--- config.mk ---
export PLATFORM = sky130hd
export DESIGN_NAME = halfstrip_scanner
export DESIGN_NICKNAME = d
export VERILOG_FILES = /design/src/rtl/halfstrip_scanner.sv
export SDC_FILE = /design/constraint.sdc
export NUM_CORES = 1
export LEC_CHECK = 0
export BUFFER_PORTS_ARGS = -buffer_cell sky130_fd_sc_hd__buf_2
export CAP_MARGIN = 20
export CORE_MARGIN = 1
export CORE_UTILIZATION = 24
export CTS_CLUSTER_SIZE = 24
export DETAILED_ROUTE_END_ITERATION = 10
export PLACE_DENSITY_LB_ADDON = 0.25
export SLEW_MARGIN = 20
export SYNTH_ARGS = -nofsm -noshare
export SYNTH_HDL_FRONTEND = slang
export SYNTH_SLANG_ARGS = --single-unit
--- constraint.sdc ---
create_clock -name clock -period 4.5 [get_ports clock]
set_input_delay 0 -clock clock [delete_from_list [all_inputs] [get_ports clock]]
set_output_delay 0 -clock clock [all_outputs]
set_load 0.02 [all_outputs]
--- src/rtl/halfstrip_scanner.sv ---
// Half-strip pulse scanner: injects pulses per channel, counts misses (and crosstalk with HS_SCAN_XTALK_EN).
// Latency: pulse_en rises 2 cycles after start; per pulse W+D+2 cycles, +1 ARM cycle per channel.
// Backpressure: none; start ignored while busy, abort/reset return to IDLE the next cycle.
module halfstrip_scanner #(
    parameter int NHS  = 32,
    parameter int CNTW = 16,
    localparam int HSW = $clog2(NHS)
) (
    input  logic            clock,
    input  logic            reset,
    input  logic            start,
    input  logic            abort,
    input  logic [HSW-1:0]  first_hs,
    input  logic [HSW-1:0]  last_hs,
    input  logic [11:0]     num_pulses,
    input  logic [3:0]      pulse_width,
    input  logic [3:0]      bx_delay,
    input  logic [NHS-1:0]  halfstrips,
    output logic            pulse_en,
    output logic [HSW-1:0]  active_halfstrip,
    output logic            busy,
    output logic            done,
    input  logic [HSW-1:0]  rd_adr,
    output logic [CNTW-1:0] rd_err,
    output logic [CNTW-1:0] rd_xtalk
);

    typedef enum logic [2:0] {IDLE, ARM, PULSE, WAIT, CHECK, NEXT, DONE} state_t;

    localparam logic [HSW-1:0] HS_MAX = HSW'(NHS - 1);

    state_t          state;
    logic [HSW-1:0]  first_r, last_r;
    logic [11:0]     num_r, pcnt;
    logic [3:0]      pw_r, dly_r, tmr;
    logic            first_arm;

    logic [HSW-1:0]  last_clamp;
    logic [3:0]      pw_eff;
    logic            cnt_clr, cnt_upd, miss, rd_in_range;

    assign last_clamp  = ({1'b0, last_hs} >= (HSW+1)'(NHS)) ? HS_MAX : last_hs;
    assign pw_eff      = (pulse_width == 4'd0) ? 4'd1 : pulse_width;
    assign cnt_clr     = (state == ARM) && first_arm && !abort;
    assign cnt_upd     = (state == CHECK) && !abort;
    assign miss        = !halfstrips[active_halfstrip];
    assign rd_in_range = ({1'b0, rd_adr} < (HSW+1)'(NHS));

    always_ff @(posedge clock) begin
        if (reset) begin
            state            <= IDLE;
            pulse_en         <= 1'b0;
            busy             <= 1'b0;
            done             <= 1'b0;
            active_halfstrip <= '0;
            first_r          <= '0;
            last_r           <= '0;
            num_r            <= '0;
            pcnt             <= '0;
            pw_r             <= 4'd1;
            dly_r            <= '0;
            tmr              <= '0;
            first_arm        <= 1'b0;
        end else if (abort) begin
            state    <= IDLE;
            pulse_en <= 1'b0;
            busy     <= 1'b0;
            done     <= 1'b0;
        end else begin
            done <= 1'b0;
            case (state)
                IDLE: if (start) begin
                    state            <= ARM;
                    busy             <= 1'b1;
                    first_r          <= first_hs;
                    last_r           <= last_clamp;
                    num_r            <= num_pulses;
                    pw_r             <= pw_eff;
                    dly_r            <= bx_delay;
                    active_halfstrip <= first_hs;
                    first_arm        <= 1'b1;
                end
                ARM: begin
                    first_arm <= 1'b0;
                    pcnt      <= '0;
                    if (first_r > last_r) begin
                        state <= DONE;
                        done  <= 1'b1;
                    end else if (num_r == 12'd0) begin
                        state <= NEXT;
                    end else begin
                        state    <= PULSE;
                        pulse_en <= 1'b1;
                        tmr      <= pw_r - 4'd1;
                    end
                end
                PULSE: begin
                    if (tmr == 4'd0) begin
                        pulse_en <= 1'b0;
                        if (dly_r == 4'd0) begin
                            state <= CHECK;
                        end else begin
                            state <= WAIT;
                            tmr   <= dly_r - 4'd1;
                        end
                    end else begin
                        tmr <= tmr - 4'd1;
                    end
                end
                WAIT: begin
                    if (tmr == 4'd0) state <= CHECK;
                    else             tmr   <= tmr - 4'd1;
                end
                CHECK: state <= NEXT;
                NEXT: begin
                    if (pcnt + 12'd1 < num_r) begin
                        pcnt     <= pcnt + 12'd1;
                        state    <= PULSE;
                        pulse_en <= 1'b1;
                        tmr      <= pw_r - 4'd1;
                    end else if (active_halfstrip == last_r) begin
                        state <= DONE;
                        done  <= 1'b1;
                    end else begin
                        active_halfstrip <= active_halfstrip + HSW'(1);
                        state            <= ARM;
                    end
                end
                DONE: begin
                    state <= IDLE;
                    busy  <= 1'b0;
                end
                default: begin
                    state    <= IDLE;
                    pulse_en <= 1'b0;
                    busy     <= 1'b0;
                end
            endcase
        end
    end

    // Miss counters saturate at all-ones rather than wrapping.
    logic [CNTW-1:0] err_cnt [NHS];

    always_ff @(posedge clock) begin
        if (reset || cnt_clr) begin
            for (int i = 0; i < NHS; i++) err_cnt[i] <= '0;
        end else if (cnt_upd && miss && (err_cnt[active_halfstrip] != '1)) begin
            err_cnt[active_halfstrip] <= err_cnt[active_halfstrip] + CNTW'(1);
        end
    end

    always_ff @(posedge clock) begin
        if (reset) rd_err <= '0;
        else       rd_err <= rd_in_range ? err_cnt[rd_adr] : '0;
    end

`ifdef HS_SCAN_XTALK_EN
    logic [NHS-1:0]  others;
    logic [CNTW-1:0] xt_cnt [NHS];

    assign others = halfstrips & ~(NHS'(1) << active_halfstrip);

    always_ff @(posedge clock) begin
        if (reset || cnt_clr) begin
            for (int i = 0; i < NHS; i++) xt_cnt[i] <= '0;
        end else if (cnt_upd && (others != '0) && (xt_cnt[active_halfstrip] != '1)) begin
            xt_cnt[active_halfstrip] <= xt_cnt[active_halfstrip] + CNTW'(1);
        end
    end

    always_ff @(posedge clock) begin
        if (reset) rd_xtalk <= '0;
        else       rd_xtalk <= rd_in_range ? xt_cnt[rd_adr] : '0;
    end
`else
    assign rd_xtalk = '0;
`endif

endmodule

# Yosys cells after proc, flatten, opt, wreduce, memory -nomap -nowiden
# Memories as Yosys holds them, arrays and structs flattened. A register that Yosys moved wholly into a read port is not among the register bits.
# Index checks and enable logic that the tools add are counted.
# classes
n_eq_ne,18
muxes,47
n_reduce_logical,29
n_addsub,6
magnitude_cmp,3
bitwise_logic,3
# ops
cell,n
$mux W5,6
$mux W4,7
$mux W3,8
$pmux W12 S2,1
$ne A2 B2 Y1 const B,9
$pmux W3 S6,1
$add A16 B1 Y16 const B,1
$mux W16,1
$ne A16 B16 Y1 const B,1
$pmux W4 S4,1
$reduce_or A16 Y1,1
$mux W1,15
$add A12 B1 Y12 const B,1
$logic_not A12 Y1,1
$logic_not A4 Y1,3
$lt A12 B12 Y1,1
$mux W12,1
$reduce_and A3 Y1,4
$sub A4 B1 Y4 const B,3
$pmux W5 S2,1
$reduce_and A5 Y1,2
$eq A3 B3 Y1 const B,3
$reduce_and A7 Y1,1
$eq A3 B2 Y1 const B,2
20 further kinds,31
# word_totals
regBits,58
word_cells,120
output_inout_bits,40
input_bits,71
mem_bits_rw,512
mem_count,1
# memory_table
name,words,width,read_ports,rd_clocked_by_memory_dff,write_ports,line,source
err_cnt,32,16,2,2,32,143,logic [CNTW-1:0] err_cnt [NHS];

# Logic depth before layout (Yosys ltp)
# Gate-level depths: netlist of the first run.
# logic_depth
ltp_word,10
ltp_mapped,19
ltp_nobuf,13

# Worst setup path before layout of the first run
# OpenSTA, ideal clock, no wires.
# synth_timing
path_type,flip-flop to flip-flop
startpoint,register with a tool-made name
endpoint,memory err_cnt[10][0] (enable)
path_buffers,10
arrival_ns,3.718
path_slack_ns,0.410
synth_period_minus_slack_ns,4.090
required_ns,4.128
path_stages_with_launch,20
setup_time_ns,0.372
cell_sequence,dfxtp_1 -> buf_6 -> buf_12 -> buf_12 -> buf_12 -> buf_6 -> buf_6 -> mux2i_1 -> a22oi_1 -> nand3_1 -> nand4_2 -> clkbuf_1 -> ha_1 -> nand4b_1 -> nand2b_1 -> buf_2 -> buf_4 -> o2111ai_4 -> buf_6 -> nand2_1
# synth_lines
element,line
"end, declared",143

==> impl_results.md, run 1 <==
* Vias per cell at 4.90
* Leakage at 13.1 nW
* Total Nets Final at 2734
* CTS tree: yes
* Cell area after synthesis at 31900 sq um
* Rel. slew slack at 27.0%
* Final HPWL DP at 79.4 mm
* Worst setup EP type: flip-flop
* Initial antenna violation count at 6
* Vias at 21800
* Largest net degree at the start of global routing at 69
* Post-route ant nets at 0
* Main synth FF type: edfxtp_1
* Period utilisation layout at 91.5%
* Syn-to-layout area delta at 19.0%
* Count of cells resized by post-cts repair at 0
* CTS buffer count at 70
* Htree depth at 3
* Final min period at 4.12 ns
* Sequential fraction of the synthesis area at 53.1%
* GRT Overall Usage at 16.5%
* DRT Wirelength at 113 mm
* Row count at 133
* Hold worst-path end: num_r[1]$_SDFFE_PP0P_
* Path depth of the worst reg2reg path at 12
* Max Freq at 0.243 GHz
* Distinct cells, synth at 65
* Max FO, Critical Path at 20
* Share of post-route cells with drive strength above 1 at 24.6%
* Seq. cell area at 17000 sq um
* Core area at 132000 sq um
* Async SR Flop Fraction at 0%
* Clock Skews at 0.0328 ns
* Initial core utilization at 24.2%
* Critical Path AT at 4.39 ns
* Die X at 367 um
* Synth Instances at 2472
* RePlAce Congestion at 0.849
* Final Total Pwr at 14.8 mW
* Longest Clk Path Bufs at 3
* Clk root buf: clkbuf_16
* Avg Cell Area, Syn at 12.9 sq um
* Max-cap viol count at 0
* DRT iter0 DRCs at 2052
* Max-slew violation total from the final report at 0
* Filler cells at 13500
* Reg2Reg Setup Slack at 0.38 ns
* GR Overflow Total at 0
* Final setup viols at 0
* Seq cells post-synth at 591
* # Post-CTS Setup Buffers at 0
* Final core occ at 28.8%
* WP data required at 4.78 ns
* R2R Path End: err_cnt[2][0]$_SDFFCE_PN0P_
* Multi-input logic area at 13600 sq um
* Final hold violations at 0
* Clk Latency, worst-skew pair at 0.64 ns
* I/O pin cnt at 111
* Vias in the first global route at 21500
* DRC at 0
* Hold Path Class: input pin to flip-flop
* Yosys synthesis warning count at 0
* Sink Count at 591
* Hold depth at 4
* First-pass GRT wire length at 162 mm
* Fin Setup TNS at 0 ns
* RSZ-0062 raised after global routing: false
* Die Ht at 367 um
* PortBufs at 94
* Hold path start: num_pulses[1]
* Crit Path Class: flip-flop to flip-flop
* Area of the die at 135000 sq um
* DRT Pass-1 Iters at 5
* Avg WL per Cell at 25.4 um
* Pwr/cell area at 390 nW/um^2
* Number of synthesized flops with an enable pin at 512
* Status: finished clean
* Clk slew on worst S/H paths at 0.06 ns
* Worst Max-Slew Pin Slew at 1.09 ns
* Crit start category: flip-flop
* IR Drop Worst-Case VDD at 0.287 mV
what timing repair did:
action,4_1_cts,5_1_grt
endpoints found under the hold margin,51,0
endpoints found under the setup margin,0,0
hold buffers,35,0
where the power goes:
part	switching (mW)	internal, mW
Combinational	1.45	0.810
Sequential	0.149	6.15
Clock	2.42	3.83
synth_stat cells, types with 5 or more instances:
library cell / count / area [sq um]
and3_1: 10 / 62.6
a211oi_1: 11 / 82.6
nor2b_1: 14 / 87.6
a21oi_1: 75 / 375
nor2_1: 558 / 2090
a31oi_1: 6 / 37.5
edfxtp_1: 512 / 15400
nand2_1: 147 / 552
o21ai_4: 5 / 81.3
ha_1: 27 / 338
dfxtp_1: 79 / 1580
clkbuf_1: 114 / 428
o21ai_0: 6 / 30.0
buf_2: 20 / 100
o21a_1: 6 / 45.0
buf_4: 33 / 248
xor2_1: 9 / 78.8
nand4_1: 20 / 125
mux4_1: 6 / 158
o2111ai_4: 25 / 657
nor4_1: 11 / 68.8
inv_1: 34 / 128
mux2i_1: 204 / 2040
a22oi_1: 71 / 533
buf_1: 21 / 78.8
buf_12: 7 / 140
mux4_2: 204 / 4590
nand3_1: 69 / 345
buf_6: 44 / 495
nor3_1: 20 / 100
xnor2_1: 25 / 219
a21o_1: 9 / 67.6
nand2b_1: 7 / 43.8
o211ai_1: 6 / 45.0
how the worst max path moves through the flow:
| stage | end | slack, ns | cells past startpoint |
|---|---|---|---|
| 2_1_floorplan | err_cnt[10][0]$_SDFFCE_PN0P_ | 0.41 | 19 |
| 3_3_place_gp | err_cnt[12][7]$_SDFFCE_PN0P_ | 0.41 | 12 |
| 3_5_place_dp | err_cnt[12][7]$_SDFFCE_PN0P_ | 0.43 | 12 |
| 4_1_cts | err_cnt[12][14]$_SDFFCE_PN0P_ | 0.42 | 12 |
| 5_1_grt | err_cnt[12][14]$_SDFFCE_PN0P_ | 0.26 | 12 |
| 6_report | err_cnt[2][0]$_SDFFCE_PN0P_ | 0.38 | 12 |
layout by cell type, fill, tap and decap left out, types with 8 or more instances in the layout:
cell / instances
nor3_1: 19
nor4_1: 11
clkbuf_16: 75
o2111ai_4: 25
buf_4: 157
clkbuf_1: 12
xnor2_2: 13
mux4_2: 204
nand4_1: 20
edfxtp_1: 512
conb_1: 16
nand2_1: 147
and3_1: 10
clkinv_2: 8
a22oi_1: 71
ha_1: 27
xor2_1: 9
xnor2_1: 12
a211oi_1: 11
a21o_1: 9
a21oi_1: 75
mux2i_1: 204
inv_1: 34
dfxtp_1: 76
bufinv_16: 12
nand3_1: 68
nor2_1: 557
clkinv_1: 9
dlygate4sd3_1: 35
buf_2: 92
buf_12: 32
nor2b_1: 12
worst max-delay path, stage by stage, from the launching register on:
cell,delay (ns)
dfxtp_4,0.66
buf_12,0.26
buf_12,0.20
mux4_1,0.70
mux4_2,0.48
nand2_1,0.08
nand3_1,0.22
nand4_1,0.15
or4b_4,0.18
buf_12,0.21
o2111ai_4,0.13
nand2_1,0.10
buf_4,0.34
cells by family (layout without fill, tap and decap cells):
| family | Yosys count | after routing | share of synthesized area, % |
|---|---|---|---|
| muxes | 416 | 416 | 21.3 |
| DFF | 591 | 591 | 53.1 |
| xor gates and xnor gates | 34 | 34 | 0.932 |
| and+or+nand+nor | 881 | 881 | 11.6 |
| adders and majority gates | 27 | 27 | 1.06 |
| buffers and inverters | 275 | 480 | 5.16 |
| other | 1 | 17 | 0.0117 |
| AOI/OAI and AO/OA | 247 | 247 | 6.87 |
state kept, by name, indices dropped and copies added (netlist names), 3 cells and up, named ones only:
signal and cells:
err_cnt 512, state 3, last_r 5, pw_r 4
rd_err 16, tmr 4, active_halfstrip 5, dly_r 4
pcnt 12, first_r 5, num_r 12
stage by stage:
| stage | area (sq um) | cells | setup WS [ns] | hold slack (ns) |
|---|---|---|---|---|
| floorplan | 32000 | 2487 | 0.410 | 0.136 |
| global placement | 35200 | 4284 | 0.412 | 0.248 |
| detailed placement | 35200 | 4284 | 0.428 | 0.247 |
| CTS | 38000 | 4447 | 0.425 | 0.116 |
| global route | 38000 | 4447 | 0.260 | 0.152 |
| finish | 38000 | 4448 | 0.382 | 0.164 |
layout make-up:
cell class / count / share of cell area (%)
diodes: 1 / 0.00658
clock buffers: 94 / 5.29
clock inverters: 34 / 1.29
inverters: 34 / 0.336
multi-input cells: 1621 / 35.7
flip-flops and latches: 591 / 44.6
well taps: 1755 / 5.78
repair buffers: 318 / 6.99
layer usage:
layer	GRT usage (%)	vias up	share of wire [%]
li1	-	9591	-
met2	25.9	834	46
met1	23.4	11200	45
met5	0	-	0.031
met4	4.30	6	2.4
met3	2.88	149	6.8
(Power assumes the default switching activity.)
==> run 2, diff against run 1 <==
Settings changed: ABC_AREA set to 1, PLACE_DENSITY set to 0.41, PLACE_DENSITY_LB_ADDON 0.25 to not set.
==> impl_results.md, run 2 <==
* Vias at 30000 (was 21800)
* Max Freq at 0.251 GHz (was 0.243 GHz)
* Fin Setup TNS at 0 ns (unchanged)
* Switching Power at 4.98 mW (was 4.02 mW)
* Slowest stage delay, CP at 0.46 ns (was 0.70 ns)
* Critical Path End: err_cnt[5][8]$_SDFFCE_PN0P_ (was err_cnt[2][0]$_SDFFCE_PN0P_)
* Biggest register: err_cnt (unchanged)
* Reg power frac at 41.4% (was 42.5%)
* Final min period at 3.98 ns (was 4.12 ns)
* DRT iter0 DRCs at 3017 (was 2052)
* Rel. slew slack at 34.6% (was 27.0%)
* Commonest non-fill, non-tap cell in the layout: nor2_1 (unchanged)
* Die Ht at 374 um (was 367 um)
* RePlAce Congestion at 0.893 (was 0.849)
* Avg Cell Area, Syn at 8.33 sq um (was 12.9 sq um)
* Seq cells post-synth at 591 (unchanged)
* Filler cells at 14400 (was 13500)
* Count of cells resized by post-cts repair at 0 (unchanged)
* Yosys synthesis warning count at 0 (unchanged)
* Post-route ant nets at 0 (unchanged)
* Cell area after synthesis at 33100 sq um (was 31900 sq um)
* Htree depth at 3 (unchanged)
* Total Nets Final at 4125 (was 2734)
* Post-synth top cells: nor2_1 (875), nand2_1 (815), edfxtp_1 (512) (was nor2_1 (558), edfxtp_1 (512), mux2i_1 (204), mux4_2 (204), nand2_1 (147))
* Initial antenna violation count at 5 (was 6)
* DRC at 0 (unchanged)
* Gate power share at 20.5% (was 15.2%)
* Final hold violations at 0 (unchanged)
* Final HPWL DP at 92.1 mm (was 79.4 mm)
* Antenna diodes at 0 (was 1)
* CP Cell Sequence: inv_6 > buf_4 > nand3_1 > nand3_1 > nand2_1 > nand2_1 > nand2_1 > nand2_1 > nand2_1 > ha_1 > inv_1 > nor2_2 > nand2_2 > nor2_2 > nand2_4 > buf_12 > nand3_4 > nand2_1 > buf_4 (was buf_12 > buf_12 > mux4_1 > mux4_2 > nand2_1 > nand3_1 > nand4_1 > or4b_4 > buf_12 > o2111ai_4 > nand2_1 > buf_4)
* First-pass GRT wire length at 207 mm (was 162 mm)
* Period utilisation layout at 88.5% (was 91.5%)
* Max reg flops at 512 (unchanged)
* GR Overflow Total at 0 (unchanged)
* Die X at 374 um (was 367 um)
* Max FO, Critical Path at 50 (was 20)
* Clk root buf: clkbuf_16 (unchanged)
* Crit path buf inv count at 5 (was 4)
* CTS buffer count at 73 (was 70)
* Crit path max-delay family: simple AND/OR/NAND/NOR gates (was multiplexers)
* Sw frac at 32.7% (was 27.1%)
* WP data required at 4.83 ns (was 4.78 ns)
* DRT Pass-1 Iters at 6 (was 5)
* Synth area leaders: edfxtp_1 (46%), nor2_1 (9.9%), nand2_1 (9.2%), nand3_1 (7.3%), o21ai_0 (5.2%) (was edfxtp_1 (48%), mux4_2 (14%), nor2_1 (6.6%), mux2i_1 (6.4%), dfxtp_1 (5.0%))
* CP dominant cell by count: nand2_1 (was buf_12)
* Final Total Pwr at 15.2 mW (was 14.8 mW)
* IR Drop Worst-Case VDD at 0.260 mV (was 0.287 mV)
* PortBufs at 94 (unchanged)
* Int Power at 10.3 mW (was 10.8 mW)
* Crit Path Class: flip-flop to flip-flop (unchanged)
* Clock Skews at 0.0315 ns (was 0.0328 ns)
* Syn-to-layout area delta at 15.8% (was 19.0%)
* Vias per cell at 5.12 (was 4.90)
* Max-slew violation total from the final report at 0 (unchanged)
* Leakage at 14.4 nW (was 13.1 nW)
* Avg WL per Cell at 24.4 um (was 25.4 um)
* Core area at 136000 sq um (was 132000 sq um)
* Most frequent cells in the layout: nor2_1 (875), nand2_1 (815), edfxtp_1 (512), nand3_1 (483), o21ai_0 (342) (was nor2_1 (557), edfxtp_1 (512), mux2i_1 (204), mux4_2 (204), buf_4 (157))
* Critical Path Slowest Stage Cell: inv_6 (was mux4_1)
* Critical Path AT at 4.32 ns (was 4.39 ns)
* Hold Path Class: input pin to flip-flop (unchanged)
* Sequential fraction of the synthesis area at 51.2% (was 53.1%)
* Post-synth top area cell: edfxtp_1 (unchanged)
* Most frequent cell after synthesis: nor2_1 (unchanged)
* Initial core utilization at 24.3% (was 24.2%)
* Status: finished clean (unchanged)
* Synth top area share at 46.4% (was 48.1%)
* Clock power share at 38.1% (was 42.2%)
* Vias in the first global route at 28400 (was 21500)
* Row count at 135 (was 133)
* RSZ-0062 raised after global routing: false (unchanged)
* R2R Path End: err_cnt[5][8]$_SDFFCE_PN0P_ (was err_cnt[2][0]$_SDFFCE_PN0P_)
* Path depth of the worst reg2reg path at 19 (was 12)
* Sink Count at 591 (unchanged)
* Worst setup EP type: flip-flop (unchanged)
* Final setup viols at 0 (unchanged)
* Number of synthesized flops with an enable pin at 512 (unchanged)
* Reg2Reg Setup Slack at 0.52 ns (was 0.38 ns)
* I/O pin cnt at 111 (unchanged)
* Synth Instances at 3977 (was 2472)
* Critical Path Stages at 19 (was 12)
* Share of post-route cells with drive strength above 1 at 10.5% (was 24.6%)
* GRT Overall Usage at 20.0% (was 16.5%)
* Biggest regs: err_cnt x512, rd_err x16 (unchanged)
* Longest Clk Path Bufs at 3 (unchanged)
* Pwr/cell area at 397 nW/um^2 (was 390 nW/um^2)
* CTS tree: yes (unchanged)
* Max-cap viol count at 0 (unchanged)
* Async SR Flop Fraction at 0% (unchanged)
* Clk slew on worst S/H paths at 0.06 ns (about the same)
* Distinct cells, synth at 46 (was 65)
* Crit start category: flip-flop (unchanged)
* DRT Wirelength at 143 mm (was 113 mm)
* Largest net degree at the start of global routing at 120 (was 69)
* Clk Latency, worst-skew pair at 0.67 ns (was 0.64 ns)
* Area of the die at 140000 sq um (was 135000 sq um)
* Worst Max-Slew Pin Slew at 0.981 ns (was 1.09 ns)
* Main synth FF type: edfxtp_1 (unchanged)
==> run 2: metal layers <==
layer / vias to the layer above / share of wire (%) / global-route usage, %
li1: 13700 / - / -
met4: 0 / 2.8 / 5.77
met5: - / 0 / 0
met2: 1207 / 46 / 31.9
met1: 14900 / 45 / 27.7
met3: 199 / 6.6 / 3.08
==> run 2: cells by family (layout without fill, tap and decap cells) <==
logic type	Yosys count	count (layout)	share of synthesized area (%)
compound gates	627	627	10.9
xor+xnor	20	20	0.596
fa+ha+maj	27	27	1.02
buf+inv	451	540	7.13
flops	591	591	51.2
other cells	1	16	0.0113
simple gates	2260	2260	29.1
==> run 2: layout make-up <==
cell class	count	area, sq um	share of cell area (%)
multi-input combinational	2950	14000	36.4
timing repair buffer	305	2520	6.57
clock inverter	25	226	0.590
clock buffer	104	2040	5.31
sequential	591	17000	44.2
tap	1781	2230	5.81
inverter	106	423	1.10
==> run 2: per-stage QoR <==
step | cell area [sq um] | util [%] | worst slack, ns | hold WS, ns | instances
after floorplan | 33200 | - | 1.17 | 0.128 | 3992
after global placement | 35700 | 26.2 | 0.535 | 0.226 | 5687
after detailed placement | 35700 | 26.2 | 0.567 | 0.229 | 5687
after CTS | 38400 | 28.2 | 0.554 | 0.0337 | 5862
after global routing | 38400 | 28.2 | 0.238 | 0.0772 | 5862
final | 38400 | 28.2 | 0.517 | 0.0946 | 5862
==> run 2: worst min-delay path by stage <==
stage / cells past startpoint / slack [ns] / from / end
after floorplan: 2 / 0.13 / pulse_width[2] / pw_r[2]$_SDFFE_PP0P_
after global placement: 3 / 0.23 / last_hs[0] / last_r[0]$_SDFFE_PP0P_
after CTS: 3 / 0.03 / rd_adr[3] / rd_err[1]$_SDFF_PP0_
final: 3 / 0.09 / rd_adr[3] / rd_err[1]$_SDFF_PP0_
after global routing: 3 / 0.08 / rd_adr[3] / rd_err[1]$_SDFF_PP0_
after detailed placement: 3 / 0.23 / last_hs[0] / last_r[0]$_SDFFE_PP0P_
==> run 2: repair_timing <==
action                    in CTS  in global routing
setup buffers                  0                  0
hold buffers                  46                  0
hold endpoints to repair      60                  0
==> run 2: power by group through the flow <==
stage                     registers, mW  clock network, mW  logic, mW
final                              6.31               5.80       3.13
after global routing               6.34               6.12       3.33
after CTS                          6.31               5.93       3.12
after detailed placement           6.42                  0       3.08
after global placement             6.43                  0       3.09
after floorplan                    6.39                  0       1.65
==> run 2: worst register-to-register path, stage by stage, from the launching register on <==
cell and delay, ns:
dfxtp_4 0.38, inv_6 0.46, buf_4 0.34, nand3_1 0.09
nand3_1 0.10, nand2_1 0.07, nand2_1 0.10, nand2_1 0.08
nand2_1 0.06, nand2_1 0.10, ha_1 0.27, inv_1 0.10
nor2_2 0.05, nand2_2 0.13, nor2_2 0.07, nand2_4 0.29
buf_12 0.24, nand3_4 0.28, nand2_1 0.14, buf_4 0.30
